[src/rtl/bcd_page_scroller.sv]
// bcd_page_scroller: pages a wide BCD snapshot across a narrow bank of
// 7-segment digits, most-significant page first, with an optional blank
// separator page, double-buffered snapshots and leading-zero blanking.
module bcd_page_scroller #(
  parameter int         NUM_DIGITS  = 9,
  parameter int         DISP_DIGITS = 3,
  parameter int         PRESCALE    = 25000000,
  parameter int         BLANK_PAGE  = 1,
  parameter logic [3:0] BLANK_CODE  = 4'hF,
  parameter int         LZ_SUPPRESS = 1
) (
  input  logic                     clk,
  input  logic                     rst,
  input  logic                     en,
  input  logic                     step,
  input  logic                     load,
  input  logic [4*NUM_DIGITS-1:0]  digits_in,
  output logic [4*DISP_DIGITS-1:0] disp_out,
  output logic [3:0]               page_idx,
  output logic                     frame_start,
  output logic                     valid
);

  localparam int NPAGES     = (NUM_DIGITS + DISP_DIGITS - 1) / DISP_DIGITS;
  localparam int PAD_DIGITS = NPAGES * DISP_DIGITS;
  localparam int LAST_PAGE  = NPAGES - 1 + BLANK_PAGE;
  localparam int CNT_W      = $clog2(PRESCALE);

  localparam logic [0:0] ST_IDLE = 1'b0;
  localparam logic [0:0] ST_RUN  = 1'b1;

  logic [0:0]              state;
  logic [CNT_W-1:0]        pcnt;
  logic                    pending;
  logic [4*NUM_DIGITS-1:0] shadow_p0;
  logic [4*NUM_DIGITS-1:0] active_p1;

  logic                    start;
  logic                    tick;
  logic                    adv;
  logic                    wrap;
  logic [3:0]              next_page;
  logic [4*NUM_DIGITS-1:0] next_active;

  // Blank zeros from the top digit downward; digit 0 always stays visible.
  function automatic logic [4*NUM_DIGITS-1:0] lz_blank(input logic [4*NUM_DIGITS-1:0] d);
    logic [4*NUM_DIGITS-1:0] r;
    logic                    lead;
    r    = d;
    lead = 1'b1;
    for (int i = NUM_DIGITS - 1; i >= 1; i--) begin
      if (lead && (d[4*i +: 4] == 4'd0)) r[4*i +: 4] = BLANK_CODE;
      else                               lead = 1'b0;
    end
    return r;
  endfunction

  // Select the digits of one page from a buffer padded on top with blanks.
  function automatic logic [4*DISP_DIGITS-1:0] page_view(input logic [3:0] pg,
                                                         input logic [4*NUM_DIGITS-1:0] src);
    logic [4*PAD_DIGITS-1:0] padded;
    int                      k;
    padded                   = {PAD_DIGITS{BLANK_CODE}};
    padded[4*NUM_DIGITS-1:0] = src;
    k                        = int'(pg) - BLANK_PAGE;
    if (k < 0) return {DISP_DIGITS{BLANK_CODE}};
    return padded[(NPAGES - 1 - k) * 4 * DISP_DIGITS +: 4 * DISP_DIGITS];
  endfunction

  // Advance decisions: start out of IDLE, prescaler tick, page advance, frame wrap.
  always_comb begin
    start       = (state == ST_IDLE) && pending;
    tick        = (state == ST_RUN) && en && (pcnt == CNT_W'(PRESCALE - 1));
    adv         = (state == ST_RUN) && (tick || step);
    wrap        = adv && (page_idx == 4'(LAST_PAGE));
    next_page   = wrap ? 4'd0 : page_idx + 4'd1;
    next_active = (start || (wrap && pending)) ? shadow_p0 : active_p1;
  end

  // Control state: FSM, prescaler, page index, pending snapshot, pulses.
  always_ff @(posedge clk) begin
    if (rst) begin
      state       <= ST_IDLE;
      pcnt        <= '0;
      pending     <= 1'b0;
      page_idx    <= 4'd0;
      frame_start <= 1'b0;
      valid       <= 1'b0;
    end else begin
      frame_start <= start || wrap;
      pending     <= load || (pending && !(start || wrap));
      if (start) begin
        state    <= ST_RUN;
        valid    <= 1'b1;
        page_idx <= 4'd0;
        pcnt     <= '0;
      end else begin
        if (adv) page_idx <= next_page;
        if (state == ST_RUN) begin
          if (step || tick) pcnt <= '0;
          else if (en)      pcnt <= pcnt + CNT_W'(1);
        end
      end
    end
  end

  // Snapshot buffers and registered display; shadow_p0 -> active_p1 -> disp_out.
  always_ff @(posedge clk) begin
    if (rst) begin
      shadow_p0 <= {NUM_DIGITS{BLANK_CODE}};
      active_p1 <= {NUM_DIGITS{BLANK_CODE}};
      disp_out  <= {DISP_DIGITS{BLANK_CODE}};
    end else begin
      if (load) shadow_p0 <= (LZ_SUPPRESS != 0) ? lz_blank(digits_in) : digits_in;
      active_p1 <= next_active;
      if (start || adv) disp_out <= page_view(start ? 4'd0 : next_page, next_active);
    end
  end

endmodule
[config.mk]
export PLATFORM = sky130hd
export DESIGN_NAME = bcd_page_scroller
export DESIGN_NICKNAME = d
export VERILOG_FILES = /design/src/rtl/bcd_page_scroller.sv
export SDC_FILE = /design/constraint.sdc
export NUM_CORES = 1
export LEC_CHECK = 0
export CORE_MARGIN = 2
export CORE_UTILIZATION = 35
export DETAILED_ROUTE_END_ITERATION = 16
export GPL_ROUTABILITY_DRIVEN = 0
export HOLD_SLACK_MARGIN = 0.06
export REMOVE_ABC_BUFFERS = 1
export SLEW_MARGIN = 10
export SYNTH_ARGS = -nofsm -noshare
export SYNTH_HDL_FRONTEND = slang
export SYNTH_SLANG_ARGS = --single-unit
[constraint.sdc]
create_clock -name clk -period 6.1 [get_ports clk]
set_clock_uncertainty 0.1 [all_clocks]
set_input_delay 0.915 -clock clk [delete_from_list [all_inputs] [get_ports clk]]
set_output_delay 0.915 -clock clk [all_outputs]
set_load 0.05 [all_outputs]
==> reports/results.txt <==
TritonCTS Sinks -> 116
Startpoint Class -> primary input
sequential power share -> 0.388
aggregate global-route resource usage -> 0.178
Initial Utilization -> 0.357
WP data required -> 6.37 ns
max-cap violation count -> 0
H-Tree Depth -> 4
critical path cell sequence -> clkdlybuf4s50_1 > nand2_1 > nor4_1 > a21o_1 > and2_1 > a21oi_1 > nand2_1 > inv_1 > ha_1 > ha_1 > a21o_1 > a21oi_1 > xnor2_1 > nand3_1 > a211oi_1 > a211oi_1 > o2111ai_1 > o211a_1
full die area -> 0.0187 mm^2
routed vias -> 5192
clock network power share -> 0.444
Critical Path AT -> 5.53 ns
Setup-failing EPs final -> 0
CP max stage delay -> 0.79 ns
Max Fclk -> 190 MHz
Hold Worst Slack -> 0.374 ns
worst relative slew slack -> 0.337
post-cts repair resize count -> 0
Final Critical Period -> 5.27 ns
die width -> 137 um
Combinational Power Share -> 0.168
Final Net Count -> 795
CTS Buf Count -> 17
Finished Layout Cells -> 975
worst vdd ir -> 224 uV
status -> finished clean
worst setup path category -> in2reg
1st-iter DRT viols -> 396
drt drc -> 0
Avg Cell Area, Syn -> 8.84 um^2
core area -> 0.0173 mm^2
Finished Core Util -> 0.430
share of cells above drive strength 1 -> 0.108
P_leak -> 2.82 nW
switching share of total power -> 0.267
ys flop type -> dfxtp_1
largest net degree at the start of global routing -> 74
PwrDens -> 284 mW/mm^2
Ant. Diodes -> 0
post-synthesis sequential area ratio -> 0.376
Clock Path Buffers -> 2
min-delay worst type -> reg2reg
Root Driver -> clkbuf_16
wire length per cell -> 16.1 um
Inst Count DP -> 948
FF+latch count, synth -> 116
Period Utilization, post-route -> 0.864
Die H -> 137 um
Final Max Tran Viols -> 0
EDFF count, synth -> 0
post-CTS setup buffer count -> 0
latest clock arrival within the worst-skew pair -> 0.42 ns
CTS Hold Bufs -> 0
IO Port Bufs -> 58
crit-path max FO -> 13
initial antenna violation count -> 0
FP Rows -> 48
grt ovf -> 0
Fin. Hold Viols -> 0
WL final -> 15700 um
Critical Path End Type -> register
RSZ-0062 raised after global routing -> no
vias in the first global route -> 4815
Area after DPL -> 0.00689 mm^2
Worst-Margin Slew -> 0.988 ns
setup TNS -> 0 ns
Critical Path Slowest Stage Cell -> xnor2_1
Detailed Routing Iterations Pass 1 -> 5
P_sw -> 0.563 mW
Layout area overhead -> 20.5%
DP HPWL -> 11100 um
first-pass GRT wire length -> 25700 um
I/O pin count -> 59
FFs w/ async S/R, synth -> 0
CTS tree -> yes
final instance area -> 0.00743 mm^2
Worst-path clk slew -> 0.05 ns
Vias/cell -> 5.33
DRT antenna net count -> 0
cell area after technology mapping -> 0.00617 mm^2
P_int -> 1.55 mW
Netlist cell types -> 70
synth warn -> 0
Gate Count Post-Synth -> 698
-- metal layers --
layer	track usage	vias to the layer above	routed length [um]
met5	0	-	0
met4	0.0676	0	320
met3	0.0478	34	848
met2	0.264	132	6900
met1	0.247	2420	7580
li1	-	2606	-
-- metrics by stage --
step | power (mW) | worst slack, ns
floorplan | 1.05 | 0.998
global placement | 1.19 | 0.576
detailed placement | 1.19 | 0.439
CTS | 2.13 | 0.867
global route | 2.20 | 0.291
finish | 2.11 | 0.832
-- final timing paths --
| path | slack, ns | to | start | cells past startpoint |
|---|---|---|---|---|
| hold reg to reg | 0.37 | pcnt[1]$_SDFFE_PP0P_ | pcnt[1]$_SDFFE_PP0P_ | 2 |
| setup / recovery | 0.83 | disp_out[7]$_SDFFE_PP1P_ | en | 18 |
| hold / removal | 0.37 | pcnt[1]$_SDFFE_PP0P_ | pcnt[1]$_SDFFE_PP0P_ | 2 |
| setup reg to reg | 1.21 | disp_out[7]$_SDFFE_PP1P_ | state$_SDFFE_PP0P_ | 17 |
-- state kept, by name, indices dropped and copies added, names as in the netlist --
name,count
pcnt,25
disp_out,12
active_p1,36
pending,1
shadow_p0,36
page_idx,4
frame_start,1
state,1
-- kinds of logic (layout without fill, tap and decap cells) --
kind of cell    Yosys count  in the layout  synth area share
compound gates          144            144             0.160
mux                      43             43            0.0994
buf+inv                  55            107            0.0403
flops                   116            116             0.376
fa+ha+maj                12             12            0.0255
xor+xnor                 28             28            0.0397
simple gates            300            300             0.259
-- power groups by stage --
stage | sequential [mW] | combinational (mW) | clock (mW)
2_1_floorplan | 0.857 | 0.196 | 0
3_3_place_gp | 0.833 | 0.353 | 0
3_5_place_dp | 0.833 | 0.353 | 0
4_1_cts | 0.818 | 0.354 | 0.954
5_1_grt | 0.821 | 0.385 | 0.991
6_report | 0.818 | 0.354 | 0.937
-- cells in the mapped netlist (5+ instances only) --
library cell | number | area, um^2
a211oi_1 | 11 | 82.6
o22ai_1 | 12 | 75.1
dfxtp_1 | 116 | 2320
mux2i_1 | 28 | 280
nand4_1 | 6 | 37.5
nand2_1 | 37 | 139
o21ai_0 | 21 | 105
nand3b_1 | 9 | 67.6
nor3_1 | 10 | 50.1
mux4_2 | 5 | 113
nor4_1 | 13 | 81.3
inv_1 | 11 | 41.3
buf_2 | 10 | 50.1
nand3_1 | 18 | 90.1
nor2b_1 | 5 | 31.3
mux4_1 | 7 | 184
or3_1 | 7 | 43.8
a21oi_1 | 37 | 185
or2_2 | 23 | 144
and3_1 | 16 | 100
a211o_1 | 7 | 61.3
o211ai_1 | 10 | 75.1
ha_1 | 11 | 138
o31ai_1 | 7 | 52.6
clkbuf_1 | 24 | 90.1
xor2_1 | 16 | 140
xnor2_1 | 12 | 105
and2_1 | 9 | 56.3
nand2b_1 | 43 | 269
nor2_1 | 86 | 323
a31oi_1 | 11 | 68.8
-- cell usage in the layout (no fill, tap or decap), drive strengths merged, types with 11 or more instances in the layout --
cell type	n
a31oi	11
nand3	20
xor2	16
o22ai	12
mux4	12
or2	23
dfxtp	116
inv	12
clkdlybuf4s50	56
nor2	86
nand2	39
nand2b	43
buf	11
o21ai	24
and3	16
a21oi	38
ha	11
nor4	14
a211oi	12
xnor2	12
mux2i	29
clkbuf	21
-- worst max-delay path, delay by kind of cell --
kind,cells,cell delay (ns)
compound gates,8,1.33
simple gates,5,1.31
xor+xnor,1,0.79
buf+inv,2,0.65
fa+ha+maj,2,0.52
-- final cells by class --
cell class / count / area (um^2)
clock buffer: 21 / 460
tap: 225 / 282
fill: 1726 / 9860
multi-input combinational: 527 / 3600
sequential: 116 / 2320
clock inverter: 6 / 82.6
inverter: 13 / 48.8
timing repair buffer: 67 / 638
Note: power is estimated with default switching activity, not from simulation.
==> RTL edit 1 (config.mk and constraints unchanged) <==
Compare `page_idx` against `4'(LAST_PAGE)` with >= in place of ==.
--- a/src/rtl/bcd_page_scroller.sv
+++ b/src/rtl/bcd_page_scroller.sv
@@ -73,5 +73,5 @@
     tick        = (state == ST_RUN) && en && (pcnt == CNT_W'(PRESCALE - 1));
     adv         = (state == ST_RUN) && (tick || step);
-    wrap        = adv && (page_idx == 4'(LAST_PAGE));
+    wrap        = adv && (page_idx >= 4'(LAST_PAGE));
     next_page   = wrap ? 4'd0 : page_idx + 4'd1;
     next_active = (start || (wrap && pending)) ? shadow_p0 : active_p1;
Behaviour: no difference found for any inputs over 4 cycles, from zero or initial values and one cycle with rst high; that may be too few to reach the edited logic, so the function may still have changed.
==> RTL edit 1 against the original RTL <==
Utilization up 1.2 points; sequential cell count unchanged; routed wire length down 0.95%; non-clock buffer count down 1; critical endpoint is now disp_out[10]$_SDFFE_PP1P_; die area down 4.4%; total power up 11%; global-route usage down 0.21 points; largest cell class unchanged; setup slack better by 46 ps; synthesized area down 4.5%; cell area down 1.8%.
==> RTL edit 1: results (changes against the original RTL) <==
- Iteration-0 DRC count of the detailed router: 371 (was 396)
- Initial antenna violation count: 0 (unchanged)
- YS warnings: 0 (unchanged)
- Worst-Skew Late Latency: 410 ps
- H-tree depth: 4 (unchanged)
- Ranking of synthesized cells by area: dfxtp_1 39%, nor2_1 6.0%, nand2b_1 5.5% (was dfxtp_1 38%, nor2_1 5.2%, mux2i_1 4.5%)
- Leakage: 2.772 nW (was 2.823 nW)
- Synth unique cells: 67 (was 70)
- Status: finished clean (unchanged)
- Post-CTS Setup Bufs: 0 (unchanged)
- Vias post-DR: 5,283 (was 5,192)
- Max clock buf depth: 2 (unchanged)
- Worst min path class: reg -> reg (unchanged)
- NumNets Final: 798 (was 795)
- VDD IR max: 194.8 µV (was 224.4 µV)
- Register area share after synthesis: 39.41% (was 37.63%)
- GR Util All Layers: 17.62% (was 17.83%)
- Adder-cell area share of the yosys netlist: 2.676% (was 2.555%)
- TritonCTS Buffers: 17 (unchanged)
- Clk root buf: clkbuf_16 (unchanged)
- Detailed Place HPWL: 11,160 µm (was 11,140 µm)
- Ys flop type: dfxtp_1 (unchanged)
- Synth Area in XOR/XNOR: 3.568% (was 3.974%)
- Clock transition at path regs: 60 ps
- Area fraction in compound gates after synthesis: 15.42% (was 15.98%)
- Top cells by count, synth: 116 x dfxtp_1, 94 x nor2_1, 54 x nand2_1 (was 116 x dfxtp_1, 86 x nor2_1, 43 x nand2b_1)
- Synth-to-Final Area Change: 23.87% (was 20.46%)
- Max_cap viols: 0 (unchanged)
- CP Data Arrival Time: 5460 ps (was 5530 ps)
- Number of global-route vias before repair: 5,094 (was 4,815)
- # diodes: 0 (unchanged)
- Avg WL per Cell: 15.86 µm (was 16.06 µm)
- Global-route wire length before repair: 25,270 µm (was 25,700 µm)
- Largest regs: active_p1 x36, shadow_p0 x36, pcnt x25 (unchanged)
- Placed cell area: 6639 µm² (was 6890 µm²)
- Detailed Routing Iterations Pass 1: 4 (was 5)
- Share of post-route cells with drive strength above 1: 10.29% (was 10.80%)
- Port Buffers: 58 (unchanged)
- CTS resizes: 0 (unchanged)
- Switching Fraction: 27.17% (was 26.71%)
- Filler Cell Count: 1,627 (was 1,726)
- Post-synthesis mux area share: 8.133% (was 9.935%)
- Largest net degree at the start of global routing: 77 (was 74)
- Crit-path max FO: 9 (was 13)
- Worst slew margin: 26.15% (was 33.66%)
[RTL edit 1: cell count changes in the layout (fill, tap and decap cells not counted), sizes merged, moves of 6 or more]
cell    change
nand2      +16
o22ai      +13
a211oi     -10
nand2b      +9
nand3       +8
nand3b      -8
nor2        +8
and3        -7
mux4        -7
nor4        -7
o211ai      -7
o31ai       -6
[RTL edit 1: worst paths after layout]
kind / cells after the start / start / end / slack [ps]
max: 16 / en / disp_out[10]$_SDFFE_PP1P_ / 880
min: 2 / shadow_p0[7]$_SDFFE_PP1P_ / shadow_p0[7]$_SDFFE_PP1P_ / 390
max reg2reg: 16 / pcnt[0]$_SDFFE_PP0P_ / disp_out[10]$_SDFFE_PP1P_ / 1290
min reg2reg: 2 / shadow_p0[7]$_SDFFE_PP1P_ / shadow_p0[7]$_SDFFE_PP1P_ / 390
[RTL edit 1: final cells by class]
class                      count  share of cell area [%]
multi-input combinational    533                   46.17
sequential                   116                   31.82
timing repair buffer          66                   8.640
clock buffer                  21                   6.309
tap                          220                   3.772
clock inverter                11                   2.726
inverter                      11                  0.5657
[RTL edit 1: metal layers]
layer	track usage, %	wire, µm	vias to the layer above
li1	-	-	2579
met1	22.49	6898	2519
met2	29.37	7588	163
met3	4.262	810	22
met4	5.556	210	0
met5	0	0	-
[RTL edit 1: worst max-delay path, stage by stage]
cell	delay (ps)
clkdlybuf4s50_1	540
nand2_1	160
nor4_4	500
a21boi_0	300
o21ai_0	320
inv_1	130
ha_1	310
ha_1	230
fa_1	380
xnor2_1	310
nor2b_1	300
nand3_1	240
or3_1	410
a2bb2oi_1	150
o41ai_1	80
o32a_1	200
[RTL edit 1: through the flow]
| stage | cells | worst slack [ps] |
|---|---|---|
| after floorplan | 660 | 1283 |
| after global placement | 946 | 808.3 |
| after detailed placement | 946 | 555.8 |
| after CTS | 978 | 971.7 |
| after global routing | 978 | 573.5 |
| final | 978 | 878.4 |
[RTL edit 1: kinds of logic after synthesis]
kind of cell             after synthesis
buffers and inverters                 46
AO/OA/AOI/OAI                        142
multiplexers                          40
adder cells (fa/ha/maj)               12
flip-flops                           116
XOR/XNOR                              24
AND/OR/NAND/NOR                      315
[RTL edit 1: power groups by stage]
stage | combinational (mW) | sequential [mW] | clock (mW)
after CTS | 0.409 | 0.825 | 1.13
after floorplan | 0.221 | 0.879 | 0
final | 0.412 | 0.826 | 1.11
after detailed placement | 0.406 | 0.841 | 0
after global routing | 0.446 | 0.829 | 1.16
after global placement | 0.401 | 0.840 | 0
==> RTL edit 2 (config.mk and constraints unchanged) <==
Without the edit above. The parameter `NUM_DIGITS` goes from 9 to 18.
--- a/src/rtl/bcd_page_scroller.sv
+++ b/src/rtl/bcd_page_scroller.sv
@@ -3,5 +3,5 @@
 // separator page, double-buffered snapshots and leading-zero blanking.
 module bcd_page_scroller #(
-  parameter int         NUM_DIGITS  = 9,
+  parameter int         NUM_DIGITS  = 18,
   parameter int         DISP_DIGITS = 3,
   parameter int         PRESCALE    = 25000000,
Interface: changed (resized digits_in); port bits go from 59 to 95. No check against the original RTL was run, so the function may have changed too.
==> RTL edit 2 against the original RTL <==
Routed wire length is 99% higher; synthesized area is 62% higher; total power is 73% higher; setup slack worse by 460 ps; cell area is 62% higher; sequential cell count is 72 higher; count of clock-buffer cells in the layout is 4 lower; highest routed layer unchanged.
==> RTL edit 2: results (changes against the original RTL) <==
- Clk tree area frac: 5.003% (was 7.305%)
- Max incr delay on CP: 560 ps (was 790 ps)
- Logic gate share of total power: 31.1% (was 16.8%)
- DRT Wirelength: 31,190 µm (was 15,660 µm)
- Ys flop type: dfxtp_1 (unchanged)
- Largest regs: active_p1 x72, shadow_p0 x72, pcnt x25 (was active_p1 x36, shadow_p0 x36, pcnt x25)
- Global-route wire length before repair: 48,750 µm (was 25,700 µm)
- CP Data Arrival Time: 5990 ps (was 5530 ps)
- NumNets Final: 1,352 (was 795)
- CLK BUF: 17 (was 21)
- Synth unique cells: 77 (was 70)
- Pwr Total: 3.653 mW (was 2.109 mW)
- Crit-path max FO: 11 (was 13)
- Seq power: 1.36 mW (was 0.818 mW)
- Sink Count: 188 (was 116)
- Multi-input combinational area share: 48.65% (was 48.43%)
- Worst-Skew Late Latency: 440 ps (was 420 ps)
- Iteration-0 DRC count of the detailed router: 1,033 (was 396)
- CP top delay family: compound AO/OA/AOI/OAI gates (unchanged)
- Largest net degree at the start of global routing: 97 (was 74)
- Top cells by count, synth: 188 x dfxtp_1, 144 x nor2_1, 103 x nand2b_1 (was 116 x dfxtp_1, 86 x nor2_1, 43 x nand2b_1)
- Status: finished clean (unchanged)
- Number of global-route vias before repair: 8,803 (was 4,815)
- Sequential share of cell area: 31.22% (was 31.24%)
- Slowest cell on crit path: clkdlybuf4s50_1 (was xnor2_1)
- Clock transition at path regs: 80 ps (was 50 ps)
- Worst min path class: reg -> reg (unchanged)
- GR Util All Layers: 20.41% (was 17.83%)
- Worst slew margin: 25.36% (was 33.66%)
- # diodes: 0 (unchanged)
- Leakage: 4.666 nW (was 2.823 nW)
- Ranking of synthesized cells by area: dfxtp_1 38%, mux2i_1 7.0%, nand2b_1 6.4% (was dfxtp_1 38%, nor2_1 5.2%, mux2i_1 4.5%)
- Vias post-DR: 9,329 (was 5,192)
- Clk root buf: clkbuf_16 (unchanged)
- Max clock buf depth: 2 (unchanged)
- Net Sw Power: 1.287 mW (was 0.5632 mW)
- Detailed Routing Iterations Pass 1: 6 (was 5)
- VDD IR max: 196.5 µV (was 224.4 µV)
- Port Buffers: 94 (was 58)
- Register area share after synthesis: 37.59% (was 37.63%)
- Inverter count: 16 (was 13)
- Share of post-route cells with drive strength above 1: 10.29% (was 10.80%)
- Initial antenna violation count: 0 (unchanged)
- Plain + repair buffers: 138 (was 67)
- Filler Cell Count: 2,834 (was 1,726)
- Detailed Place HPWL: 22,830 µm (was 11,140 µm)
- Multi-input combinational cell count: 900 (was 527)
- Non-clock buffering overhead: 10.71% (was 8.584%)
RTL edit 2: routing by layer:
layer / track usage (%) / routed length [µm] / vias to the layer above
li1: - / - / 4442
met4: 8.051 / 1167 / 0
met3: 4.464 / 2292 / 99
met1: 26.86 / 13740 / 4388
met5: 0 / 0 / -
met2: 32.53 / 13980 / 400
RTL edit 2: path summary, 6_finish.rpt:
check                           slack [ps]                         end  depth (start not counted)                        from
worst max register to register         750    disp_out[0]$_SDFFE_PP1P_                         22    page_idx[0]$_SDFFE_PP0P_
worst min-delay path                   390  shadow_p0[61]$_SDFFE_PP1P_                          2  shadow_p0[61]$_SDFFE_PP1P_
worst min register to register         390  shadow_p0[61]$_SDFFE_PP1P_                          2  shadow_p0[61]$_SDFFE_PP1P_
worst max-delay path                   370    disp_out[0]$_SDFFE_PP1P_                         21                          en
RTL edit 2: kinds of logic after synthesis:
logic type                 count (synthesis)  synth area share (%)
and+or+nand+nor                          507                 26.83
xor gates and xnor gates                  27                 2.362
buffers and inverters                     90                 3.898
AOI/OAI and AO/OA                        270                 18.43
DFF                                      188                 37.59
muxes                                     82                 9.072
adders and majority gates                 14                 1.824
RTL edit 2: through the flow:
stage / cell area (µm²) / setup WS [ps] / std cells / util (%) / setup TNS (ps)
2_1_floorplan: 9683 / -1450 / 1104 / - / -13930
3_5_place_dp: 11450 / -53.94 / 1620 / 40.87 / -53.94
3_3_place_gp: 11450 / 176.0 / 1620 / 40.87 / 0
5_1_grt: 12060 / 4.919 / 1651 / 43.04 / 0
6_report: 12060 / 367.4 / 1651 / 43.04 / 0
4_1_cts: 12050 / 381.1 / 1651 / 43.02 / 0
RTL edit 2: repair_timing:
action	in CTS	in global routing
gates resized for setup	0	1
setup buffers	0	0
setup endpoints to repair	0	1
